==> src/rtl/instruction_fetch_pkg.sv <==
// Shared fetch-stage types and defaults, also imported by InstructionMemory and decode.
// Holds the 1-bit FSM encoding, default widths and a saturating counter helper.
package instruction_fetch_pkg;

  localparam int unsigned L_DEFAULT            = 16;
  localparam int unsigned RESET_VECTOR_DEFAULT = 0;

  typedef enum logic {
    FETCH_S  = 1'b0,
    HALTED_S = 1'b1
  } fetch_state_e;

  function automatic logic [31:0] sat_inc32(input logic [31:0] v);
    return (v == 32'hFFFF_FFFF) ? v : v + 32'd1;
  endfunction

endpackage

==> src/rtl/instruction_fetch_pipe_reg.sv <==
// IF/ID register: one-cycle capture of instruction and PC, with flush, consume and hold.
// Backpressure: holds its contents whenever no load, flush or consume is requested.
module fetch_pipe_reg #(
  parameter int unsigned L = 16
) (
  input  logic         clk,
  input  logic         rst,
  input  logic         load,
  input  logic         flush,
  input  logic         consume,
  input  logic [L-1:0] in_instr,
  input  logic [L-1:0] in_pc,
  output logic         out_vld,
  output logic [L-1:0] out_instr_dat,
  output logic [L-1:0] out_pc_dat
);

  logic         vld_q,   vld_d;
  logic [L-1:0] instr_q, instr_d;
  logic [L-1:0] pc_q,    pc_d;

  // Flush wins over load so a redirect always discards the in-flight fetch.
  always_comb begin
    vld_d   = vld_q;
    instr_d = instr_q;
    pc_d    = pc_q;
    if (flush) begin
      vld_d = 1'b0;
    end else if (load) begin
      vld_d   = 1'b1;
      instr_d = in_instr;
      pc_d    = in_pc;
    end else if (consume) begin
      vld_d = 1'b0;
    end
  end

  always_ff @(posedge clk) begin
    if (rst) begin
      vld_q   <= 1'b0;
      instr_q <= '0;
      pc_q    <= '0;
    end else begin
      vld_q   <= vld_d;
      instr_q <= instr_d;
      pc_q    <= pc_d;
    end
  end

  assign out_vld       = vld_q;
  assign out_instr_dat = instr_q;
  assign out_pc_dat    = pc_q;

endmodule

==> src/rtl/instruction_fetch.sv <==
// Fetch stage: PC, FETCH/HALTED FSM and IF/ID register; one instruction per cycle, 1-bubble redirect.
// Stalls (PC and IF/ID hold) while OutValid && !OutReady; optional FETCH_PERF_COUNTERS_EN adds counters.
module instruction_fetch
  import instruction_fetch_pkg::*;
#(
  parameter int unsigned  L            = L_DEFAULT,
  parameter logic [L-1:0] RESET_VECTOR = L'(RESET_VECTOR_DEFAULT),
  parameter logic [L-1:0] PC_STEP      = L'(1)
) (
  input  logic         Clock,
  input  logic         Reset,
  output logic [L-1:0] Address,
  input  logic [L-1:0] Instruction,
  output logic         OutValid,
  input  logic         OutReady,
  output logic [L-1:0] OutInstruction,
  output logic [L-1:0] OutPC,
  input  logic         Redirect,
  input  logic [L-1:0] RedirectTarget,
  input  logic         Halt,
  output logic         Halted
`ifdef FETCH_PERF_COUNTERS_EN
  ,
  output logic [31:0]  FetchCount,
  output logic [31:0]  StallCount
`endif
);

  fetch_state_e state_q, state_d;
  logic         halted_q, halted_d;
  logic [L-1:0] pc_q, pc_d;
  logic         take;
  logic         load;
  logic         flush;
  logic         consume;
  logic         out_vld;

  assign take = (state_q == FETCH_S) && (!out_vld || OutReady);

  always_comb begin
    state_d  = state_q;
    halted_d = halted_q;
    pc_d     = pc_q;
    load     = 1'b0;
    flush    = 1'b0;
    consume  = 1'b0;
    if (Redirect) begin
      pc_d     = RedirectTarget;
      flush    = 1'b1;
      state_d  = FETCH_S;
      halted_d = 1'b0;
    end else begin
      if (take) begin
        load = 1'b1;
      end else if (out_vld && OutReady) begin
        consume = 1'b1;
      end
      // A halting cycle still completes its fetch but leaves the PC parked.
      if (Halt) begin
        state_d  = HALTED_S;
        halted_d = 1'b1;
      end else if (take) begin
        pc_d = pc_q + PC_STEP;
      end
    end
  end

  always_ff @(posedge Clock) begin
    if (Reset) begin
      state_q  <= FETCH_S;
      halted_q <= 1'b0;
      pc_q     <= RESET_VECTOR;
    end else begin
      state_q  <= state_d;
      halted_q <= halted_d;
      pc_q     <= pc_d;
    end
  end

  fetch_pipe_reg #(
    .L (L)
  ) u_pipe_reg (
    .clk           (Clock),
    .rst           (Reset),
    .load          (load),
    .flush         (flush),
    .consume       (consume),
    .in_instr      (Instruction),
    .in_pc         (pc_q),
    .out_vld       (out_vld),
    .out_instr_dat (OutInstruction),
    .out_pc_dat    (OutPC)
  );

  assign Address  = pc_q;
  assign OutValid = out_vld;
  assign Halted   = halted_q;

`ifdef FETCH_PERF_COUNTERS_EN
  logic [31:0] fetch_count_q, fetch_count_d;
  logic [31:0] stall_count_q, stall_count_d;

  always_comb begin
    fetch_count_d = load ? sat_inc32(fetch_count_q) : fetch_count_q;
    stall_count_d = stall_count_q;
    if ((state_q == FETCH_S) && out_vld && !OutReady && !Redirect) begin
      stall_count_d = sat_inc32(stall_count_q);
    end
  end

  always_ff @(posedge Clock) begin
    if (Reset) begin
      fetch_count_q <= '0;
      stall_count_q <= '0;
    end else begin
      fetch_count_q <= fetch_count_d;
      stall_count_q <= stall_count_d;
    end
  end

  assign FetchCount = fetch_count_q;
  assign StallCount = stall_count_q;
`endif

endmodule
==> config.mk <==
export PLATFORM = sky130hd
export DESIGN_NAME = instruction_fetch
export DESIGN_NICKNAME = d
export VERILOG_FILES = /design/src/rtl/instruction_fetch_pkg.sv /design/src/rtl/instruction_fetch_pipe_reg.sv /design/src/rtl/instruction_fetch.sv
export SDC_FILE = /design/constraint.sdc
export NUM_CORES = 1
export LEC_CHECK = 0
export ABC_AREA = 1
export BUFFER_PORTS_ARGS = -buffer_cell sky130_fd_sc_hd__buf_2
export CORE_ASPECT_RATIO = 2
export CORE_MARGIN = 5
export CORE_UTILIZATION = 49
export CTS_CLUSTER_DIAMETER = 50
export CTS_CLUSTER_SIZE = 8
export DETAILED_ROUTE_END_ITERATION = 8
export GPL_ROUTABILITY_DRIVEN = 0
export GPL_TIMING_DRIVEN = 0
export HOLD_SLACK_MARGIN = 0.05
export PLACE_DENSITY = 0.79
export SYNTH_ARGS = -nofsm -noshare
export SYNTH_HDL_FRONTEND = slang
export SYNTH_SLANG_ARGS = --single-unit
==> constraint.sdc <==
create_clock -name Clock -period 1.4 [get_ports Clock]
set_input_delay 0.07 -clock Clock [delete_from_list [all_inputs] [get_ports Clock]]
set_output_delay 0.07 -clock Clock [all_outputs]
set_load 0.05 [all_outputs]
# Yosys cells after proc, flatten, opt, wreduce, memory -nomap -nowiden
# Cells that the tools add are included.
word_totals:
  regBits: 50
classes:
  addsub: 1
  eq_ne: 1
  n_mux: 11
  bitwise_logic: 2
  n_reduce_logical: 10
ops:
  columns: ["operator", "n"]
  rows:
  - ["$mux 16", 3]
  - ["$add 16x1->16 const B", 1]
  - ["$mux 1", 8]
  - ["$reduce_and 2->1", 2]
  - ["$reduce_bool 2->1", 2]
  - ["$reduce_or 2->1", 2]
  - ["$logic_and 1x1->1", 2]
  - ["$ne 2x2->1 const B", 1]
  - ["$not 1->1", 2]
  - ["$logic_not 1->1", 1]
  - ["$logic_or 1x1->1", 1]

# Depth between registers and ports, before layout
depth:
  word_depth: 7
  depth_mapped: 9
  mapped_depth_nobuf: 9

# Cells and area by module
# Synthesis repeated with hierarchy kept, for this count alone.
unflattened:
  hier_cells: 396
  hier_area_um2: 2601.2
by_module_without_submodules:
  columns: ["module", "n_inst", "cells_each", "area_per_inst_um2", "seq_area_each_um2"]
  rows:
  - ["fetch_pipe_reg", 1, 214, 1422.6, 660.6]
  - ["instruction_fetch", 1, 182, 1178.6, 340.3]

# Worst setup path before layout
# OpenSTA, ideal clock, no wires.
synth_path:
  kind: "flip-flop to flip-flop"
  from: "reg pc_q[0] (netlist: Address[0])"
  to: "reg pc_q[10] (netlist: Address[10])"
  arrival_ns: 1.622
  t_required_ns: 1.267
  setup_slack_ns: -0.356
  path_stages_with_launch: 9
  path_buffers: 0
  path_cell_list: "dfxtp_1 ha_1 nand3_1 inv_1 nand2_2 o21ai_0 nand3_1 nand2_1 a21oi_2"
synth_via:
  elab_chain_cells: 4
synth_lines:
  columns: ["item", "line", "rtl"]
  rows:
  - ["start: declaration", "instruction_fetch.sv:31", "logic [L-1:0] pc_q, pc_d;"]
  - ["start signal: assignment", "instruction_fetch.sv:76", "pc_q <= pc_d;"]
  - ["$add 16x1->16", "instruction_fetch.sv:63", "pc_d = pc_q + PC_STEP;"]
  - ["$mux 16", "instruction_fetch.sv:62", "end else if (take) begin"]
  - ["$mux 16", "instruction_fetch.sv:59", "if (Halt) begin"]
  - ["$mux 16", "instruction_fetch.sv:47", "if (Redirect) begin"]
# Every way passes these cells. The select of a mux whose other input is x is not followed.
# A chain may end at the register's enable or synchronous reset.

# Worst setup path in the final report
layout_path:
  from: "reg pc_q[1] (netlist: Address[1])"
  to: "reg pc_q[14] (netlist: Address[14])"
# The elaborated chain is that of the path after synthesis.

==> reports/results.tsv <==
metric	value	unit
antenna_found_initial	0	
grt_pass1_wl	11.4	mm
swShare	0.363	
clkTransAtPathRegs	90	ps
worstSetupStartpointType	flip-flop	
hold_slack	60.5	ps
fin_crit_sh	0.968	
dp.cells	478	
drv_slew	0	
cp.required	1580	ps
regToRegEndpoint	Address[14]	
setup_tns	0	ps
ys_ff_latch	50	
path_max_fanout	6	
grt_most_used_layer	met2	
cts_buffers	5	
fillCellCount	432	
stdcell_area	3300	um^2
io_pins	87	
grt_overflow	0	
syn2layout_area_growth	38.4	%
io_buffers	86	
num_rows	36	
r2r_setup_slack	40	ps
core_area	4820	um^2
clk_path_buf_depth	2	
num_vias	2577	
finalClockSkew	8.36	ps
crit_type	flip-flop to flip-flop	
grt_max_degree	15	
grtUsageMet3	0.0462	
holdPathEnd	Address[5]	
ys.flop_type	dfxtp_1	
r2r_start	Address[1]	
synth-edff-count	0	
synthMuxAreaShare	0	
stdcell_count	509	
multi_input_area	1160	um^2
wl_per_cell	14.0	um
initial_utilization	0.495	
met2_usage	0.412	
synth_area	2380	um^2
p_int	2.23	mW
ant_nets	0	
yosys.area_share.simple	0.246	
syn_inst	335	
drtIter0Drc	123	
synth_warnings	0	
ys_async_sr_fraction	0	
via_per_inst	5.06	
synthAdderAreaFrac	0.00525	
mostFrequentLayoutCells	92 x buf_2, 51 x inv_1, 45 x nand2_1	
crit_path_end_kind	flip-flop	
dr.pass1.iters	5	
postRouteWirelength	7.14	mm
synth_top_family_by_area	simple AND/OR/NAND/NOR gates	
hold_path_depth	5	
place_area	2910	um^2
dp_hpwl	5.20	mm
clk_latency	310	ps
diodes	0	
cts_tree	yes	
grt_pass1_vias	2527	
yosysUniqueCellTypes	30	
dieHeight	109	um
die_w	59.3	um
hold_violations	0	
finalNetCount	489	
rr_worst_depth	8	
clock-sinks	50	
htreeDepth	2	
power_leakage	1.52	nW
synth_compound_area_frac	0.202	
synth_xor_area_frac	0.00367	
synth_area_per_cell	7.12	um^2
drc	0	
synth_fp_nets	373	
tightest_slew	655	ps
worst_hold_path_type	input pin to flip-flop	
period_minus_slack	1360	ps
fmax	738	MHz
combPwrFrac	0.280	
arrival	1530	ps
seqCellArea	1030	um^2
final_common_cell	buf_2	
p_per_area	1060	nW/um^2
drv_cap	0	
switchingPower	1.27	mW
worstHoldStart	RedirectTarget[5]	
setup_viol	0	
timing.slew.headroom	0.564	
grt_usage	0.231	
die_area	6440	um^2
drive_gt1_frac	0.341	
power_frac_seq	0.470	
grtUsageMet1	0.237	
vdd_drop_max	0.939	mV
clockPowerShare	0.251	
ys_seq_area_frac	0.420	
p_total	3.49	mW
cts_root_buf	clkbuf_8	
status	complete, no violations	
[power by group through the flow]
stage	Sequential [mW]	Combinational, mW	Clock [mW]
6_report	1.64	0.977	0.875
5_1_grt	1.66	1.05	0.965
4_1_cts	1.64	0.961	0.909
3_5_place_dp	1.67	0.912	0
3_3_place_gp	1.66	0.900	0
2_1_floorplan	2.03	0.293	0
[what timing repair did]
action	CTS	global route
hold endpoints to repair	21	0
gates resized for setup	6	12
buffers inserted	0	2
hold buffers	21	0
setup endpoints to repair	4	8
pin swaps	0	4
[registers in the layout (all words and copies together) (netlist names)]
signal	count
Address	16
u_pipe_reg.out_instr_dat	16
u_pipe_reg.out_pc_dat	16
Halted	1
u_pipe_reg.out_vld	1
[metal layers]
layer	share of wire	up-vias	routed length (um)
met3	0.057	25	404
met5	0	-	0
met1	0.36	1148	2560
met4	0.038	0	274
li1	-	1311	-
met2	0.55	93	3910
[layout make-up]
type                    count  area share
flip-flops and latches     50       0.312
clock buffers               7      0.0262
inverters                  54      0.0630
multi-input cells         215       0.351
plain buffers              16      0.0262
well taps                  57      0.0216
clock inverters             1     0.00152
repair buffers            109       0.199
[through the flow]
step / util / setup WS (ps)
global placement: 0.604 / -116
global route: 0.685 / -5.37
CTS: 0.671 / 10.6
floorplan: - / -5.34
finish: 0.685 / 44.6
detailed placement: 0.604 / -119
[cells in the mapped netlist (4+ instances only)]
| library cell | number | area (um^2) |
|---|---|---|
| inv_1 | 52 | 195 |
| dfxtp_1 | 50 | 1000 |
| nand2_1 | 47 | 176 |
| a21oi_1 | 37 | 185 |
| nor2_1 | 29 | 109 |
| nand3_1 | 27 | 135 |
| o21ai_1 | 21 | 105 |
| o21ai_0 | 19 | 95.1 |
| buf_2 | 6 | 30.0 |
| clkbuf_1 | 6 | 22.5 |
| nor2_2 | 6 | 37.5 |
| nand2_2 | 4 | 25.0 |
| o211ai_1 | 4 | 30.0 |
[worst max path at each step]
stage | from | endpoint | slack, ps | cells after the start
after global placement | Address[0] | Address[14] | -120 | 8
final | Address[1] | Address[14] | 40 | 8
after CTS | Address[0] | Address[10] | 10 | 8
after floorplan | Address[0] | Address[10] | -5 | 8
after global routing | Address[1] | Address[14] | -5 | 8
after detailed placement | Address[0] | Address[14] | -120 | 8
[cell families after synthesis]
| kind of cell | after synthesis |
|---|---|
| buf+inv | 70 |
| xor+xnor | 1 |
| simple gates | 124 |
| compound gates | 89 |
| flops | 50 |
| fa+ha+maj | 1 |
[critical path, stage by stage, from the launching register on]
cell and delay (ps):
dfxtp_4 410, ha_4 170, nand3_4 100, nor2_4 180, nand3_2 90, nand2_2 70, nand3_2 80, nand2_2 80
a21oi_2 50
Power figures use the tool's default switching activity.
